--- src/rtl/if_prefetch_queue.sv ---
// Instruction-fetch front end: owns the fetch PC, issues word reads to imem over
// req/ack, and queues {instruction, npc} pairs for the ID stage over valid/ready.
module if_prefetch_queue #(
  parameter int DEPTH    = 4,
  parameter int AW       = 10,
  parameter int RESET_PC = 0
) (
  input  logic                       clk1,
  input  logic                       rst,
  output logic                       imem_req,
  output logic [AW-1:0]              imem_addr,
  input  logic                       imem_ack,
  input  logic [31:0]                imem_rdata,
  input  logic                       redirect,
  input  logic [AW-1:0]              redirect_pc,
  input  logic                       halt,
  output logic                       id_valid,
  input  logic                       id_ready,
  output logic [31:0]                id_ir,
  output logic [31:0]                id_npc,
  output logic [$clog2(DEPTH+1)-1:0] q_count
);

  localparam int CW = $clog2(DEPTH+1);
  localparam int PW = $clog2(DEPTH);
  localparam logic [CW-1:0] DEPTH_C    = CW'(DEPTH);
  localparam logic [AW-1:0] RESET_PC_C = AW'(RESET_PC);

  // S_IDLE: no request | S_WAIT: request out, keep data | S_DRAIN: request out, drop data
  typedef enum logic [1:0] {S_IDLE, S_WAIT, S_DRAIN} state_t;

  state_t          r_state;
  state_t          w_state_nxt;
  logic            r_req;
  logic            w_req_nxt;
  logic [AW-1:0]   r_addr;
  logic [AW-1:0]   w_addr_nxt;
  logic [AW-1:0]   r_fetch_pc;
  logic [AW-1:0]   w_pc_nxt;
  logic [AW-1:0]   w_addr_inc;
  logic            r_halted;
  logic            w_halted_nxt;

  logic [31:0]     r_ir_mem  [DEPTH];
  logic [AW-1:0]   r_npc_mem [DEPTH];
  logic [PW-1:0]   r_rd_ptr;
  logic [PW-1:0]   r_wr_ptr;
  logic [CW-1:0]   r_count;
  logic [CW-1:0]   w_count_nxt;
  logic            w_push;
  logic            w_pop;
  logic            w_issue_ok;

  assign w_addr_inc   = r_addr + AW'(1);
  assign w_halted_nxt = r_halted | halt;

  assign id_valid  = (r_count != '0);
  assign id_ir     = id_valid ? r_ir_mem[r_rd_ptr] : 32'd0;
  assign id_npc    = id_valid ? {{(32-AW){1'b0}}, r_npc_mem[r_rd_ptr]} : 32'd0;
  assign q_count   = r_count;
  assign imem_req  = r_req;
  assign imem_addr = r_addr;

  // Issue decision looks at next-cycle occupancy so a push never meets a full queue.
  always_comb begin
    w_push      = 1'b0;
    w_pop       = 1'b0;
    w_count_nxt = r_count;
    w_issue_ok  = 1'b0;
    w_push      = (r_state == S_WAIT) && imem_ack && !redirect;
    w_pop       = id_valid && id_ready && !redirect;
    if (redirect) begin
      w_count_nxt = '0;
    end else if (w_push && !w_pop) begin
      w_count_nxt = r_count + CW'(1);
    end else if (!w_push && w_pop) begin
      w_count_nxt = r_count - CW'(1);
    end
    w_issue_ok = !w_halted_nxt && (w_count_nxt < DEPTH_C);
  end

  always_comb begin
    w_state_nxt = r_state;
    w_req_nxt   = r_req;
    w_addr_nxt  = r_addr;
    w_pc_nxt    = r_fetch_pc;
    unique case (r_state)
      S_IDLE: begin
        if (redirect) begin
          w_pc_nxt = redirect_pc;
        end else if (w_issue_ok) begin
          w_state_nxt = S_WAIT;
          w_req_nxt   = 1'b1;
          w_addr_nxt  = r_fetch_pc;
        end
      end
      S_WAIT: begin
        if (redirect) begin
          w_pc_nxt = redirect_pc;
          if (imem_ack) begin
            w_state_nxt = S_IDLE;
            w_req_nxt   = 1'b0;
          end else begin
            w_state_nxt = S_DRAIN;
          end
        end else if (imem_ack) begin
          w_pc_nxt = w_addr_inc;
          if (w_issue_ok) begin
            w_addr_nxt = w_addr_inc;
          end else begin
            w_state_nxt = S_IDLE;
            w_req_nxt   = 1'b0;
          end
        end
      end
      S_DRAIN: begin
        if (redirect) begin
          w_pc_nxt = redirect_pc;
        end
        if (imem_ack) begin
          w_state_nxt = S_IDLE;
          w_req_nxt   = 1'b0;
        end
      end
      default: begin
        w_state_nxt = S_IDLE;
        w_req_nxt   = 1'b0;
      end
    endcase
  end

  always_ff @(posedge clk1) begin
    if (rst) begin
      r_state    <= S_IDLE;
      r_req      <= 1'b0;
      r_addr     <= RESET_PC_C;
      r_fetch_pc <= RESET_PC_C;
      r_halted   <= 1'b0;
      r_count    <= '0;
      r_rd_ptr   <= '0;
      r_wr_ptr   <= '0;
    end else begin
      r_state    <= w_state_nxt;
      r_req      <= w_req_nxt;
      r_addr     <= w_addr_nxt;
      r_fetch_pc <= w_pc_nxt;
      r_halted   <= w_halted_nxt;
      r_count    <= w_count_nxt;
      if (redirect) begin
        r_rd_ptr <= '0;
        r_wr_ptr <= '0;
      end else begin
        if (w_push) r_wr_ptr <= r_wr_ptr + PW'(1);
        if (w_pop)  r_rd_ptr <= r_rd_ptr + PW'(1);
      end
    end
  end

  // Storage needs no reset: entries are only visible while counted.
  always_ff @(posedge clk1) begin
    if (!rst && w_push) begin
      r_ir_mem[r_wr_ptr]  <= imem_rdata;
      r_npc_mem[r_wr_ptr] <= w_addr_inc;
    end
  end

endmodule
--- config.mk ---
export PLATFORM = sky130hd
export DESIGN_NAME = if_prefetch_queue
export DESIGN_NICKNAME = d
export VERILOG_FILES = /design/src/rtl/if_prefetch_queue.sv
export SDC_FILE = /design/constraint.sdc
export NUM_CORES = 1
export LEC_CHECK = 0
export CAP_MARGIN = 5
export CORE_MARGIN = 2
export CORE_UTILIZATION = 58
export DETAILED_ROUTE_END_ITERATION = 10
export HOLD_SLACK_MARGIN = 0.15
export PLACE_DENSITY = 0.85
export SLEW_MARGIN = 10
export SYNTH_ARGS = -nofsm -noshare
export SYNTH_HDL_FRONTEND = slang
export SYNTH_SLANG_ARGS = --single-unit
--- constraint.sdc ---
create_clock -name clk1 -period 3.9 [get_ports clk1]
set_input_delay 0.585 -clock clk1 [delete_from_list [all_inputs] [get_ports clk1]]
set_output_delay 0.585 -clock clk1 [all_outputs]
set_load 0.01 [all_outputs]
Yosys cells after proc, flatten, opt, wreduce, memory -nomap -nowiden:

Memories as Yosys holds them, arrays and structs flattened. A register that Yosys moved wholly into a read port is not among the register bits.
Cells that the tools add are included.

* memory bits (writable): 168
* output and inout port bits: 79
* input bits: 48
* bits in registers: 31
* word-level logic and storage cells: 87
* memories: 2

* reduce and logical (&&, ||, !) cells: 23
* add/sub/neg operators: 5
* bitwise logic cells: 1
* multiplexer cells: 36
* eq/ne operators: 11
* $lt $le $gt $ge: 1

Memories
* r_ir_mem: words 4, bits a word 32, read ports 1, clocked after Yosys merged registers in 1, write ports 1, RTL line 44 `logic [31:0] r_ir_mem [DEPTH];`
* r_npc_mem: words 4, bits a word 10, read ports 1, clocked after Yosys merged registers in 1, write ports 1, RTL line 45 `logic [AW-1:0] r_npc_mem [DEPTH];`

Operators with widths (number)
* $mux W10: 9
* $pmux W10 S2: 2
* $mux W32: 1
* $mux W2: 11
* $ne A2 B2 Y1 const B: 6
* $add A10 B1 Y10 const B: 1
* $mux W3: 3
* $logic_and A1 B1 Y1: 8
* $mux W1: 8
* $ne A3 B3 Y1 const B: 2
* $pmux W2 S3: 1
* $reduce_and A6 Y1: 1
* $logic_not A1 Y1: 5
* $reduce_and A5 Y1: 1
* $add A2 B1 Y2 const B: 2
* $reduce_and A4 Y1: 1
* $reduce_bool A2 Y1: 2
* $reduce_or A2 Y1: 2
* $add A3 B1 Y3 const B: 1
* $lt A3 B3 Y1 const B: 1
* $pmux W1 S3: 1
* $reduce_and A3 Y1: 1
* $reduce_bool A3 Y1: 1
* $sub A3 B1 Y3 const B: 1
* other kinds (5): 5

Logic depth before layout (Yosys ltp):

* word-level depth: 14
* gate-level depth with buffers: 14

Least setup slack after synthesis:

OpenSTA, ideal clock, no wires.

* path type: input -> register
* from: input port redirect
* to: memory r_ir_mem[0][0] (enable)
* setup slack: 1.105 ns
* data arrival time: 2.392 ns
* stages: 5
* buffers on the path: 2
* cell sequence: buf_2 > or2_2 > clkbuf_1 > nor2_1 > and2_1

* cells in the longest elaborated chain, start to end: 5

Ends and longest elaborated chain
* start, declared: RTL line 14 `input logic redirect,`
* $logic_not A1 Y1: RTL line 70 `w_push = (r_state == S_WAIT) && imem_ack && !redirect;`
* $logic_and A1 B1 Y1: RTL line 70
* $logic_and A1 B1 Y1: RTL line 161 `if (!rst && w_push) begin`
* $mux W1: RTL line 161
* $mux W1 (not written as such): RTL line 162 `r_ir_mem[r_wr_ptr] <= imem_rdata;`
* end, declared: RTL line 44

No other way between the ends.

==> results.json <==
{
  "post_cts_resize_count": 0,
  "final.setup.tns_ns": 0,
  "fin_crit_ns": 3.23,
  "ctsHoldBuffers": 0,
  "coreArea_sq_um": 14000,
  "drtIter0Drc": 280,
  "cp-start-kind": "flop",
  "synth_top_area_share_pct": 60.5,
  "yosys.area.top_type": "edfxtp_1",
  "drcViolationCount": 0,
  "final_min_period_over_clock_period_pct": 82.8,
  "reg2reg_slack_ns": 0.94,
  "worstSetupPathType": "flop to output port",
  "dp_hpwl_microns": 10200,
  "clockBufferDepth": 3,
  "peakVddDrop_uv": 263,
  "cts_sinks": 201,
  "hold_viol": 0,
  "fill_cells": 873,
  "synth.distinct_cells": 46,
  "diodes": 0,
  "layout_setup_ws_ns": 0.672,
  "final_max_slew_viol_count": 0,
  "skew_ns": 0.00958,
  "grt_pass1_wl_microns": 25400,
  "yosys-top-cells-area": "edfxtp_1, mux4_2, dfxtp_1",
  "endpoint_kind": "output port",
  "maxCapViolations": 0,
  "die_w_microns": 124,
  "holdPathStages": 2,
  "ys_ff_latch": 201,
  "grt_pass1_vias": 4865,
  "grt_max_degree": 44,
  "start_util_pct": 59.7,
  "syn-cell-area_sq_um": 8340,
  "critPathMaxFanout": 23,
  "synth_ff_type": "edfxtp_1",
  "min_to": "r_fetch_pc[2]",
  "io_buffers": 104,
  "clk_latency_ns": 0.47,
  "yosysWarningCount": 0,
  "status": "finished, final reports clean",
  "critical_path_buf_inv_count": 2,
  "async_flop_share_pct": 0,
  "hp-start": "r_fetch_pc[2]",
  "cp_slowest_cell": "dfxtp_4",
  "root_buffer": "clkbuf_16",
  "hold_ws_ns": 0.455,
  "nets": 694,
  "overflow": 0,
  "cpLargestDelayFamily": "buffers and inverters",
  "finalSetupViolCount": 0,
  "drive_above_1_share_pct": 14.8,
  "r2r_cells": 12,
  "worst-endpoint-arrival_ns": 2.64,
  "max_stage_delay_ns": 0.67,
  "clkTransAtPathRegs_ns": 0.06,
  "p_leak_nw": 3.38,
  "hp-class": "flop to flop",
  "die_h_microns": 124,
  "ant_nets": 0,
  "cp.required_ns": 3.31,
  "worstReg2RegStart": "q_count[0]",
  "tightest_slew_ns": 0.586,
  "rsz0062_at_grt": "false",
  "via_per_inst": 5.73,
  "wl_per_cell_microns": 20.1,
  "syn_inst": 527,
  "powerDensity_nw_per_um2": 433,
  "antenna_found_initial": 0,
  "path_cells": "buf_12 -> mux4_2 -> nor2b_1 -> clkdlybuf4s50_1",
  "htreeDepth": 1,
  "synth.yosys.seq_area_share_pct": 68.4,
  "reg2reg_to": "imem_addr[0]",
  "gp_congestion": 0.835,
  "num_io_pins": 127,
  "num_rows": 43,
  "die_area_sq_um": 15400,
  "synth-edff-count": 168,
  "cts_buffers": 21,
  "place_ws_ns": 0.543,
  "cts_setup_buffers": 0,
  "dr.pass1.iters": 5,
  "relSlewSlack_pct": 60.6,
  "dr_total_vias": 4753,
  "cts_tree": "built",
  "detail_route.wirelength_microns": 16700,
  "fmax_mhz": 310,
  "gr-usage-all-layers_pct": 22.0,
  "area_growth_pct": 22.6,
  "synth.avg_cell_area_sq_um": 15.8
}
-- synth_stat cells (4+ instances only) --
cell type / number
edfxtp_1: 168
nor2b_1: 46
mux4_2: 42
nor2_1: 37
dfxtp_1: 33
nand2_1: 28
buf_4: 22
a21oi_1: 21
clkbuf_1: 18
inv_1: 13
ha_1: 10
buf_2: 9
xnor2_1: 8
o21ai_0: 7
a211oi_1: 5
a211o_1: 4
and2_1: 4
nand2b_1: 4
nand3_1: 4
nor3_1: 4
-- flip-flops by register name (all words and copies together) (netlist names), named ones only --
register    flops
r_rd_ptr        2
imem_addr      10
r_wr_ptr        2
r_npc_mem      40
q_count         3
r_ir_mem      128
r_fetch_pc     10
r_halted        1
r_state         2
imem_req        1
-- layout make-up --
type | instances | area, sq um | share of cell area, %
sequential | 201 | 5710 | 55.8
clock inverter | 10 | 103 | 1.00
multi-input combinational | 284 | 2390 | 23.4
tap | 180 | 225 | 2.20
timing repair buffer | 115 | 1190 | 11.6
clock buffer | 27 | 568 | 5.55
inverter | 13 | 48.8 | 0.477
-- layer usage --
metal | GRT usage, % | vias to the layer above | share of wire (%) | wire length (microns)
met5 | 0 | - | 0 | 0
met4 | 5.13 | 0 | 1.5 | 253
met3 | 3.30 | 24 | 6.7 | 1120
met2 | 38.3 | 191 | 52 | 8640
met1 | 29.8 | 2383 | 40 | 6670
li1 | - | 2155 | - | -
-- power by group --
part | switching (W) | internal [W]
clock network | 0.000756 | 0.00116
registers | 0.0000143 | 0.00234
logic | 0.0000881 | 0.0000819
total | 0.000858 | 0.00358
-- cell families after synthesis --
group / count (synthesis) / share of synthesized area [%]
DFF: 201 / 68.4
other: 1 / 0.0449
buffers and inverters: 63 / 4.05
muxes: 43 / 11.5
xor gates and xnor gates: 11 / 1.24
adders and majority gates: 10 / 1.50
AOI/OAI and AO/OA: 54 / 4.35
and+or+nand+nor: 144 / 8.98
-- worst max path at each step --
stage	end	depth (start not counted)	startpoint	slack (ns)
after CTS	id_npc[9]	4	flop	0.61
after floorplan	r_ir_mem[0][0]	5	redirect	1.10
after global placement	imem_addr[0]	10	redirect	0.68
after detailed placement	imem_addr[0]	10	redirect	0.54
final	id_npc[9]	4	flop	0.67
after global routing	id_npc[9]	4	flop	0.49
-- tightest hold or removal path, delay by kind of cell, from the launching register on --
kind | cells | cell delay, ns
flip-flops | 1 | 0.31
AND/OR/NAND/NOR | 1 | 0.05
AO/OA/AOI/OAI | 1 | 0.05
-- layout by cell type, fill, tap and decap left out, drive strengths merged, types with 4 or more instances in the layout --
master and n:
xnor2 9, ha 10, clkdlybuf4s50 104, nor2b 46, nor2 37, clkbuf 27, buf 11, nand3 5
o21ai 7, a211o 4, nand2b 4, mux4 42, and2 4, clkinv 6, dfxtp 33, nor3 4
inv 14, edfxtp 168, a21oi 21, conb 22, a211oi 5, nand2 28
-- stage by stage --
stage                     total power, W  std cells  util, %  area (sq um)
final                            0.00444        830     73.2         10200
after global routing             0.00455        830     73.2         10200
after global placement           0.00255        793     68.4          9560
after CTS                        0.00446        830     73.2         10200
after floorplan                  0.00249        548        -          8420
after detailed placement         0.00256        793     68.4          9560
No activity file was read; power rests on OpenSTA's default activity.
